File: src/rtl/alu_pkg.sv
// ============================================================================
// Module      : alu_pkg
// Description : Shared ALU control codes, RV32 opcodes and the request record
//               passed from the operand decoder to the issue stage.
// Revision    : 1.0 - initial release
// ============================================================================
`default_nettype none

package alu_pkg;

    localparam int ALU_XLEN = 32;

    localparam logic [3:0] ALU_AND  = 4'b0000;
    localparam logic [3:0] ALU_OR   = 4'b0001;
    localparam logic [3:0] ALU_ADD  = 4'b0010;
    localparam logic [3:0] ALU_SLL  = 4'b0011;
    localparam logic [3:0] ALU_SUB  = 4'b0100;
    localparam logic [3:0] ALU_SRL  = 4'b0101;
    localparam logic [3:0] ALU_MUL  = 4'b0110;
    localparam logic [3:0] ALU_XOR  = 4'b0111;
    localparam logic [3:0] ALU_SLTU = 4'b1000;

    localparam logic [6:0] OPC_RTYPE  = 7'b0110011;
    localparam logic [6:0] OPC_ITYPE  = 7'b0010011;
    localparam logic [6:0] OPC_LOAD   = 7'b0000011;
    localparam logic [6:0] OPC_STORE  = 7'b0100011;
    localparam logic [6:0] OPC_BRANCH = 7'b1100011;
    localparam logic [6:0] OPC_LUI    = 7'b0110111;

    typedef struct packed {
        logic [ALU_XLEN-1:0] in1;
        logic [ALU_XLEN-1:0] in2;
        logic [3:0]          ctrl;
        logic                illegal;
    } alu_req_t;

    function automatic logic [ALU_XLEN-1:0] sext12(input logic [11:0] imm);
        return {{(ALU_XLEN-12){imm[11]}}, imm};
    endfunction

endpackage

`default_nettype wire

File: src/rtl/alu_op_decode.sv
// ============================================================================
// Module      : alu_op_decode
// Description : Combinational RV32 decode of one instruction into ALU operands
//               and control. Macro ALU_OP_ISSUE_MUL_EN enables MUL decode.
// Revision    : 1.0 - initial release
// ============================================================================
`default_nettype none

module alu_op_decode
    import alu_pkg::*;
(
    input  logic [31:0]         instr,
    input  logic [ALU_XLEN-1:0] rs1_data,
    input  logic [ALU_XLEN-1:0] rs2_data,
    output alu_req_t            req
);

    logic [6:0] w_opcode;
    logic [2:0] w_funct3;
    logic [6:0] w_funct7;

    assign w_opcode = instr[6:0];
    assign w_funct3 = instr[14:12];
    assign w_funct7 = instr[31:25];

    always_comb begin
        // Illegal is the default; every supported path clears it explicitly.
        req.in1     = '0;
        req.in2     = '0;
        req.ctrl    = ALU_ADD;
        req.illegal = 1'b1;

        case (w_opcode)
            OPC_RTYPE: begin
                if (w_funct7 == 7'b0000000) begin
                    req.illegal = 1'b0;
                    case (w_funct3)
                        3'b000:  req.ctrl = ALU_ADD;
                        3'b001:  req.ctrl = ALU_SLL;
                        3'b011:  req.ctrl = ALU_SLTU;
                        3'b100:  req.ctrl = ALU_XOR;
                        3'b101:  req.ctrl = ALU_SRL;
                        3'b110:  req.ctrl = ALU_OR;
                        3'b111:  req.ctrl = ALU_AND;
                        default: req.illegal = 1'b1;
                    endcase
                end else if (w_funct7 == 7'b0100000 && w_funct3 == 3'b000) begin
                    req.illegal = 1'b0;
                    req.ctrl    = ALU_SUB;
                end
`ifdef ALU_OP_ISSUE_MUL_EN
                else if (w_funct7 == 7'b0000001 && w_funct3 == 3'b000) begin
                    req.illegal = 1'b0;
                    req.ctrl    = ALU_MUL;
                end
`endif
                if (!req.illegal) begin
                    req.in1 = rs1_data;
                    req.in2 = rs2_data;
                end else begin
                    req.ctrl = ALU_ADD;
                end
            end

            OPC_ITYPE: begin
                req.illegal = 1'b0;
                req.in2     = sext12(instr[31:20]);
                case (w_funct3)
                    3'b000:  req.ctrl = ALU_ADD;
                    3'b011:  req.ctrl = ALU_SLTU;
                    3'b100:  req.ctrl = ALU_XOR;
                    3'b110:  req.ctrl = ALU_OR;
                    3'b111:  req.ctrl = ALU_AND;
                    3'b001: begin
                        req.ctrl    = ALU_SLL;
                        req.in2     = {{(ALU_XLEN-5){1'b0}}, instr[24:20]};
                        req.illegal = (w_funct7 != 7'b0000000);
                    end
                    3'b101: begin
                        req.ctrl    = ALU_SRL;
                        req.in2     = {{(ALU_XLEN-5){1'b0}}, instr[24:20]};
                        req.illegal = (w_funct7 != 7'b0000000);
                    end
                    default: req.illegal = 1'b1;
                endcase
                if (!req.illegal) begin
                    req.in1 = rs1_data;
                end else begin
                    req.ctrl = ALU_ADD;
                    req.in2  = '0;
                end
            end

            OPC_LOAD: begin
                req.illegal = 1'b0;
                req.in1     = rs1_data;
                req.in2     = sext12(instr[31:20]);
            end

            OPC_STORE: begin
                req.illegal = 1'b0;
                req.in1     = rs1_data;
                req.in2     = sext12({instr[31:25], instr[11:7]});
            end

            OPC_BRANCH: begin
                if (w_funct3 == 3'b000 || w_funct3 == 3'b001) begin
                    req.illegal = 1'b0;
                    req.ctrl    = ALU_SUB;
                    req.in1     = rs1_data;
                    req.in2     = rs2_data;
                end
            end

            OPC_LUI: begin
                req.illegal = 1'b0;
                req.in2     = {instr[31:12], 12'b0};
            end

            default: ;
        endcase
    end

endmodule

`default_nettype wire

File: src/rtl/alu_op_issue.sv
// ============================================================================
// Module      : alu_op_issue
// Description : Decodes instructions into ALU requests and issues them through
//               a 2-entry skid buffer. Macro ALU_OP_ISSUE_MUL_EN enables MUL.
// Revision    : 1.0 - initial release
// ============================================================================
`default_nettype none

module alu_op_issue
    import alu_pkg::*;
#(
    parameter int XLEN = 32
) (
    input  logic            clk,
    input  logic            rst_n,
    input  logic            in_valid,
    output logic            in_ready,
    input  logic [31:0]     instr,
    input  logic [XLEN-1:0] rs1_data,
    input  logic [XLEN-1:0] rs2_data,
    output logic            out_valid,
    input  logic            out_ready,
    output logic [XLEN-1:0] alu_in1,
    output logic [XLEN-1:0] alu_in2,
    output logic [3:0]      alu_control,
    output logic            illegal
);

    localparam logic [1:0] ST_EMPTY = 2'd0;
    localparam logic [1:0] ST_ONE   = 2'd1;
    localparam logic [1:0] ST_FULL  = 2'd2;

    logic [1:0] r_state;
    alu_req_t   r_main;
    alu_req_t   r_skid;
    alu_req_t   w_req;
    logic       w_accept;

    alu_op_decode u_decode (
        .instr    (instr),
        .rs1_data (rs1_data),
        .rs2_data (rs2_data),
        .req      (w_req)
    );

    // Ready depends only on the state register; rst_n gating holds it low in reset.
    assign in_ready  = rst_n && (r_state != ST_FULL);
    assign w_accept  = in_valid && in_ready;
    assign out_valid = (r_state != ST_EMPTY);

    assign alu_in1     = r_main.in1;
    assign alu_in2     = r_main.in2;
    assign alu_control = r_main.ctrl;
    assign illegal     = r_main.illegal;

    always_ff @(posedge clk or negedge rst_n) begin
        if (!rst_n) begin
            r_state <= ST_EMPTY;
            r_main  <= '0;
            r_skid  <= '0;
        end else begin
            case (r_state)
                ST_EMPTY: begin
                    if (w_accept) begin
                        r_main  <= w_req;
                        r_state <= ST_ONE;
                    end
                end
                ST_ONE: begin
                    if (w_accept && out_ready) begin
                        r_main <= w_req;
                    end else if (w_accept) begin
                        r_skid  <= w_req;
                        r_state <= ST_FULL;
                    end else if (out_ready) begin
                        r_state <= ST_EMPTY;
                    end
                end
                ST_FULL: begin
                    if (out_ready) begin
                        r_main  <= r_skid;
                        r_state <= ST_ONE;
                    end
                end
                default: r_state <= ST_EMPTY;
            endcase
        end
    end

endmodule

`default_nettype wire

File: config.mk
export PLATFORM = sky130hd
export DESIGN_NAME = alu_op_issue
export DESIGN_NICKNAME = d
export VERILOG_FILES = /design/src/rtl/alu_pkg.sv /design/src/rtl/alu_op_decode.sv /design/src/rtl/alu_op_issue.sv
export SDC_FILE = /design/constraint.sdc
export NUM_CORES = 1
export LEC_CHECK = 0
export BUFFER_PORTS_ARGS = -buffer_cell sky130_fd_sc_hd__buf_2
export CAP_MARGIN = 30
export CORE_MARGIN = 3
export CORE_UTILIZATION = 40
export CTS_CLUSTER_SIZE = 10
export DETAILED_ROUTE_END_ITERATION = 10
export GPL_TIMING_DRIVEN = 1
export PLACE_DENSITY_LB_ADDON = 0.15
export SLEW_MARGIN = 0
export SYNTH_ARGS = -nofsm -noshare
export SYNTH_HDL_FRONTEND = slang
export SYNTH_SLANG_ARGS = --single-unit
File: constraint.sdc
create_clock -name clk -period 2.5 [get_ports clk]
set_input_delay 0.125 -clock clk [delete_from_list [all_inputs] [get_ports clk]]
set_output_delay 0.125 -clock clk [all_outputs]
set_load 0.1 [all_outputs]
# [Yosys cells after proc, flatten, opt, wreduce, memory -nomap -nowiden]
# Index checks and enable logic that the tools add are counted.
# W data, S select, Z words.
[word_totals] ff_bits=140 latch_bits=0 ramBits=0 romBits=0 output_inout_bits=71 elab_cells=77 memories=0
[op_classes] add_sub_neg=0 mul=0 n_div=0 magnitude_cmp=0 n_eq_ne=21 shift=0 mux=27 bitwise_logic=1 reduce_logical=19
[op_table] operator="$mux W69" n=4
[op_table] operator="$pmux W69 S3" n=1
[op_table] operator="$pmux W32 S6" n=1
[op_table] operator="$pmux W32 S4" n=1
[op_table] operator="$mux W32" n=2
[op_table] operator="$mux W64" n=1
[op_table] operator="$mux W36" n=1
[op_table] operator="$eq A7 B6 Y1 const B" n=4
[op_table] operator="$pmux W4 S6" n=1
[op_table] operator="$eq A3 B3 Y1 const B" n=4
[op_table] operator="$pmux W4 S3" n=1
[op_table] operator="$mux W2" n=5
[op_table] operator="$mux W5" n=2
[op_table] operator="$ne A2 B2 Y1 const B" n=5
[op_table] operator="$mux W4" n=2
[op_table] operator="$reduce_and A4 Y1" n=2
[op_table] operator="$eq A7 B2 Y1 const B" n=1
[op_table] operator="$eq A7 B5 Y1 const B" n=1
[op_table] operator="$eq A7 B7 Y1 const B" n=1
[op_table] operator="$logic_not A7 Y1" n=1
[op_table] operator="$reduce_bool A7 Y1" n=1
[op_table] operator="$reduce_or A7 Y1" n=1
[op_table] operator="$pmux W2 S3" n=1
[op_table] operator="$reduce_or A5 Y1" n=1
[op_table] operator="18 further kinds" n=23

# [Longest topological paths before layout]
# Gate-level depths: netlist (run 1).
[depth] ltp_word=9 ltp_mapped=8 mapped_depth_nobuf=5

# [Hierarchy]
# A second synthesis (run 1) with hierarchy kept.
[hier_totals] cells_unflattened=538 area_unflattened_um2=7191.9
[by_module_without_submodules] mod="alu_op_issue" instances=1 cells_per_inst=398 area_per_inst_um2=6068.3 seq_area_each_um2=3503.4
[by_module_without_submodules] mod="alu_op_decode" instances=1 cells_per_inst=140 area_per_inst_um2=1123.6 seq_area_each_um2=0.0

# [Worst setup path after synthesis (run 1)]
# OpenSTA, ideal clock, no wires.
[synth_timing] kind="register to output" start="reg r_state[0]" end="out in_ready" t_arrival_ps=1760 t_required_ps=2375 setup_slack_ps=615 path_stages_with_launch=5 path_buffers=2 path_cell_list="dfrtp_1 nand2b_1 buf_1 clkbuf_1 and2_1"
[synth_via] elab_chain_cells=2
[synth_rtl] item="start, declared" line_no="alu_op_issue.sv:33" text="logic [1:0] r_state;"
[synth_rtl] item="start signal, assigned" line_no="alu_op_issue.sv:58" text="r_state <= ST_EMPTY;"
[synth_rtl] item="start signal, assigned" line_no="alu_op_issue.sv:66" text="r_state <= ST_ONE;"
[synth_rtl] item="start signal, assigned" line_no="alu_op_issue.sv:74" text="r_state <= ST_FULL;"
[synth_rtl] item="$ne A2 B2 Y1" line_no="alu_op_issue.sv:47" text="assign in_ready = rst_n && (r_state != ST_FULL);"
[synth_rtl] item="$logic_and A1 B1 Y1" line_no="alu_op_issue.sv:47"
[synth_rtl] item="end, declared" line_no="alu_op_issue.sv:17" text="output logic in_ready,"
# Every way passes these cells.

# [Worst setup path after layout (run 1)]
[layout_timing] start="in rst_n" end="reg r_skid[3] (netlist bit)"
[layout_via] elab_chain_cells=5
[layout_rtl] item="start, declared" line_no="alu_op_issue.sv:15" text="input logic rst_n,"
[layout_rtl] item="$logic_and A1 B1 Y1 *" line_no="alu_op_issue.sv:47"
[layout_rtl] item="$logic_and A1 B1 Y1 *" line_no="alu_op_issue.sv:48" text="assign w_accept = in_valid && in_ready;"
[layout_rtl] item="$logic_and A1 B1 Y1" line_no="alu_op_issue.sv:70" text="if (w_accept && out_ready) begin"
[layout_rtl] item="$not A1 Y1 (no line)"
[layout_rtl] item="$reduce_and A3 Y1 (no line) *"
[layout_rtl] item="end signal, assigned" line_no="alu_op_issue.sv:73" text="r_skid <= w_req;"
[layout_rtl] item="end, declared" line_no="alu_op_issue.sv:35" text="alu_req_t r_skid;"
# Mark *: on every way between the ends. The rest lies on a longest branch, timed or not.
# A chain may end at the register's enable or synchronous reset.

==> results of run 1 <==
[power by group]
| part | internal, mW | switching [mW] |
|---|---|---|
| Combinational | 0.416 | 1.52 |
| Clock | 1.50 | 1.00 |
| Sequential | 2.60 | 0.180 |
| Total | 4.51 | 2.70 |
[metal layers]
metal	global-route usage, %	vias to the layer above	part of all wire, %
met4	7.89	2	2.2
li1	-	2703	-
met2	38.5	235	49
met3	5.63	37	6.2
met5	0	-	0.040
met1	28.2	2961	42
[worst min-delay path, delay by kind of cell]
family,cells,cell delay (ns)
AOI/OAI and AO/OA,2,0.18
buffers and inverters,1,0.08
[synth_stat cells, types with 3 or more instances]
| cell | count | share of area, % |
|---|---|---|
| dfrtp_1 | 140 | 54 |
| a21oi_1 | 59 | 4.6 |
| nor2_1 | 49 | 2.8 |
| o21ai_0 | 49 | 3.8 |
| clkbuf_1 | 44 | 2.5 |
| and3_1 | 33 | 3.2 |
| a221o_1 | 32 | 4.9 |
| a22o_1 | 32 | 4.3 |
| or3_1 | 31 | 3.0 |
| nand2_1 | 26 | 1.5 |
| a221oi_1 | 17 | 2.3 |
| a22oi_2 | 13 | 2.5 |
| a22oi_1 | 8 | 0.93 |
| nor4_1 | 8 | 0.77 |
| mux2i_1 | 6 | 0.93 |
| buf_6 | 5 | 0.87 |
| a31oi_1 | 4 | 0.39 |
| buf_2 | 4 | 0.31 |
| nand2b_1 | 4 | 0.39 |
| buf_4 | 3 | 0.35 |
| nor2b_1 | 3 | 0.29 |
[state kept, by name (all words and copies together) (netlist names)]
register / count
r_state: 2
illegal: 1
alu_in2: 32
r_skid: 69
alu_in1: 32
alu_control: 4
[final cells by class]
type / instances / share of cell area, %
well taps: 211 / 3.09
inverters: 1 / 0.0439
clock inverters: 13 / 1.67
flip-flops and latches: 140 / 40.9
repair buffers: 232 / 17.3
multi-input cells: 410 / 31.8
clock buffers: 19 / 5.18
[cells in the final DEF (no fill, tap or decap), types with 3 or more instances in the layout]
cell type        n
or3_1           31
a221o_1         32
and3_1          33
nor4_1           7
dlygate4sd3_1   42
dfrtp_1        140
a22oi_2         14
buf_2          168
mux2i_1          6
a21oi_1         57
nand2_1         24
a22o_1          32
buf_12           4
a21oi_2          3
a221oi_1        17
a22oi_1          7
clkbuf_16       17
buf_4           17
a31oi_1          4
nand2b_1         4
nor2_1          48
clkinvlp_4       5
o21ai_0         49
[metrics by stage]
stage / utilization, % / hold WS, ns
2_1_floorplan: - / -0.171
3_3_place_gp: 48.6 / 0.359
3_5_place_dp: 48.6 / 0.364
4_1_cts: 55.1 / 0.00422
5_1_grt: 55.1 / 0.0184
6_report: 55.1 / 0.0194
[logic make-up after synthesis]
logic type | count (synthesis) | share of synthesized area, %
AO/OA/AOI/OAI | 232 | 26.2
flip-flops | 140 | 54.0
multiplexers | 7 | 1.10
AND/OR/NAND/NOR | 171 | 14.2
buffers and inverters | 59 | 4.49
[worst min path at each step]
stage | slack, ns | endpoint | cells after the start | from
4_1_cts | 0.004 | alu_in2[19] | 3 | rs2_data[19]
5_1_grt | 0.02 | alu_in2[21] | 3 | rs2_data[21]
6_report | 0.02 | alu_in2[19] | 3 | rs2_data[19]
2_1_floorplan | -0.17 | alu_control[0] | 0 | rst_n
3_5_place_dp | 0.36 | r_skid[54] | 2 | rs1_data[17]
3_3_place_gp | 0.36 | r_skid[68] | 2 | rs1_data[31]
==> results.toml, run 1 <==
[timing]
period_share_pct = 87.1
slew_headroom_pct = 30.4
rsz0062_at_grt = "no"
hold_violations = 0
setup_violations = 0
skew_ns = 0.0176
fin_setup_tns_ns = 0
max_slew.worst_pin.slew_ns = 1.04
layout_setup_ws_ns = 0.323
slew_viol_final = 0
period_needed_ns = 2.18
fmax_mhz = 459

[floorplanning]
die_w_um = 133
rows = 45
core_area_mm2 = 0.0155
die_h_um = 133
start_util_pct = 41.7
dieArea_mm2 = 0.0178
ios = 171

[finish]
fillCellCount = 1398
multi_input_area_mm2 = 0.00272
finalInstanceArea_mm2 = 0.00856
final_layout_size_suffix_gt1_share_pct = 30.9
syn2layout_area_growth_pct = 31.9
nets = 902
regArea_mm2 = 0.00350
fin_cells = 1026
diodes = 0

[yosys]
netlist_area_mm2 = 0.00649
synth_area_per_cell_um2 = 10.7
synthFlopType = "dfrtp_1"
synth_seq_cells = 140
async_flop_share_pct = 100
synth_edf_count = 0
synth_nets = 709
synth_cell_types = 53
yosys_warnings = 0
netlist_instances = 609
ys_seq_area_share_pct = 54.0

[placed_design]
place_ws_ns = 0.344
dpl_cell_area_mm2 = 0.00755
dp_hpwl_mm = 13.0
finalWeightedCongestion = 0.935
io_buffers = 170
dp_cells = 952

[clock_network]
post_cts_resized = 0
root_buffer = "clkbuf_16"
clock_path_buffers = 2
hold_buffers = 42
clk_latency_ns = 0.42
clock-sinks = 140
numCtsBuffers = 17
h-tree-depth = 4
cts_tree = "done"
cts.clk_slew.worst_paths_ns = 0.06
post-cts-setup-buffers = 0

[drt]
routed-via-count = 5938
wl_per_cell_um = 19.6
routed_wl_mm = 20.1
dr.first_iter.drc_count = 431
ant_nets = 0
viasPerCell = 5.79
first_pass_iters = 5
drc = 0

[power_and_ir_drop]
powerDensity_mw_per_mm2 = 843
power_mw = 7.22
ir_worst_vdd_mv = 0.474
p_leak_nw = 4.02

[critical_path]
crit_start = "rst_n"
crit_top_cell = "buf_4"
critical_path.max_stage_delay_ns = 0.68
required_ns = 2.83
arrival_ns = 2.50
crit_path_end = "r_skid[3]"
r2r_start = "r_state[1]"
reg2reg_depth = 4
path_class = "in -> reg"
regToRegEndpoint = "alu_in2[26]"
crit_path_cell_trace = "dlygate4sd3_1 -> buf_6 -> buf_4 -> nand3b_1 -> nor2_2 -> buf_4 -> nor2_1 -> a31oi_1"
cp-end-kind = "flop"
critPathBufInv = 4
rrSetupSlack_ns = 0.36
worst-path-stages = 8
cp-start-kind = "input pin"
cp_slowest_cell = "buf_4"
crit_family = "buffers and inverters"
worstPathMaxFanout = 73

[global_route]
grt_pass1_vias = 6138
grt-ovfl-total = 0
globalRouteTotalUtil_pct = 22.6
grt_max_degree = 74
grt_pass1_wl_mm = 32.3
antenna_found_initial = 1

[worst_hold_path]
hp-class = "in -> reg"

[outcome]
status = "completed"

[job]
maxCapViolCount = 0
(Power assumes the default switching activity.)
==> run 2: changes to the inputs <==
--- a/config.mk
+++ b/config.mk
@@ -8,7 +8,7 @@
 export BUFFER_PORTS_ARGS = -buffer_cell sky130_fd_sc_hd__buf_2
 export CAP_MARGIN = 30
 export CORE_MARGIN = 3
-export CORE_UTILIZATION = 40
+export CORE_UTILIZATION = 53
 export CTS_CLUSTER_SIZE = 10
 export DETAILED_ROUTE_END_ITERATION = 10
 export GPL_TIMING_DRIVEN = 1
==> run 2 against run 1 <==
  * Clock power decreased by 10%
  * Utilization increased by 17 points
  * Largest cell class unchanged
  * Clock-buffer cell count is 5 higher
  * Design area decreased by 2.0%
==> results.toml, run 2 (same netlist as run 1, synthesis figures left out) <==
[timing]
slew_headroom_pct = 47.9
max_slew.worst_pin.slew_ns = 0.781
setup_violations = 0
fin_setup_tns_ns = 0
fmax_mhz = 460
rsz0062_at_grt = "no"
period_needed_ns = 2.17
layout_setup_ws_ns = 0.328
skew_ns = 0.00614
slew_viol_final = 0
hold_violations = 0
period_share_pct = 86.9

[placed_design]
dp_cells = 884
place_ws_ns = 0.221
finalWeightedCongestion = 0.928
dp_hpwl_mm = 12.3
io_buffers = 170

[drt]
dr.first_iter.drc_count = 518
viasPerCell = 6.41
ant_nets = 0
routed-via-count = 6093
wl_per_cell_um = 20.3
routed_wl_mm = 19.3
drc = 0
first_pass_iters = 6

[finish]
largest_reg_flops = 69
diodes = 0
post-route-util_pct = 71.6
nets = 897
final_layout_size_suffix_gt1_share_pct = 30.7
final_common_cell = "buf_2"
syn2layout_area_growth_pct = 29.2
layout_common_cells = "buf_2, dfrtp_1, a21oi_1, o21ai_0, nor2_1"
fin_cells = 951
regMostFlops = "r_skid"

[clock_network]
h-tree-depth = 4
post-cts-setup-buffers = 0
root_buffer = "clkbuf_16"
cts.clk_slew.worst_paths_ns = 0.06
cts_tree = "done"
clock_path_buffers = 2
clk_latency_ns = 0.41
numCtsBuffers = 17
clock-sinks = 140

[critical_path]
required_ns = 2.38
r2r_start = "r_state[1]"
rrSetupSlack_ns = 0.44
cp-end-kind = "primary output"
worstPathMaxFanout = 57
crit_start = "rst_n"
arrival_ns = 2.05
cp-start-kind = "input pin"
path_class = "in -> out"

[floorplanning]
die_h_um = 117
start_util_pct = 55.4
die_w_um = 117
rows = 39
core_area_mm2 = 0.0117
ios = 171
dieArea_mm2 = 0.0136

[global_route]
antenna_found_initial = 0
globalRouteTotalUtil_pct = 29.0
grt_pass1_vias = 6057
grt_max_degree = 81
grt-ovfl-total = 0
grt_pass1_wl_mm = 30.5

[outcome]
status = "completed"

[power_and_ir_drop]
power_mw = 6.96
powerDensity_mw_per_mm2 = 830
p_leak_nw = 3.99
ir_worst_vdd_mv = 0.501

[worst_hold_path]
holdCritStartpoint = "rs2_data[25]"
hp-class = "in -> reg"

[job]
maxCapViolCount = 0
## run 2: cell types whose count changed in the layout (fill, tap and decap cells not counted), moves of 2 or more
| cell | change |
|---|---|
| buf_4 | -3 |
| bufinv_16 | -2 |
| clkbuf_1 | +3 |
| clkbuf_8 | +2 |
| clkinv_4 | -2 |
| clkinvlp_4 | -3 |
| dlygate4sd3_1 | -6 |
## run 2: worst paths after layout
kind                                        to  cells after the start
worst max-delay path                  in_ready                      6
worst min-delay path               alu_in2[25]                      3
worst max register to register     alu_in1[13]                      6
worst min register to register  alu_control[1]                      2
max in group asynchronous           r_skid[66]                      3
min in group asynchronous          alu_in1[30]                      3
## run 2: through the flow
stage	cell area [um2]	hold slack, ns
after CTS	8360	0.00814
after floorplan	6490	-0.171
after global routing	8380	0.0302
final	8380	0.0221
after global placement	7450	0.357
after detailed placement	7470	0.365
## run 2: layout make-up
type                    count  area [um2]
inverters                   1        3.75
fillers                   880        3330
repair buffers            227        1460
clock buffers              24         482
flip-flops and latches    140        3500
multi-input cells         410        2720
well taps                 143         179
clock inverters             6        38.8
## run 2: report_power, final
group | switching, mW | internal, mW
logic | 1.52 | 0.416
clock network | 0.907 | 1.33
registers | 0.184 | 2.60
## run 2: what timing repair did
action / 4_1_cts / 5_1_grt
hold buffers: 36 / 0
endpoints found under the setup margin: 0 / 0
endpoints found under the hold margin: 128 / 0
gates resized for setup: 0 / 0
## run 2: routing by layer
metal | vias to the layer above | track usage (%) | part of all wire [%]
li1 | 2696 | - | -
met2 | 322 | 46.9 | 49
met4 | 0 | 11.5 | 1.8
met3 | 34 | 6.58 | 7.4
met5 | - | 0 | 0
met1 | 3041 | 38.1 | 42
## run 2: critical path, stage by stage
cell           delay, ns
dlygate4sd3_1       0.54
buf_6               0.13
buf_4               0.32
buf_16              0.31
and2_1              0.18
buf_2               0.42
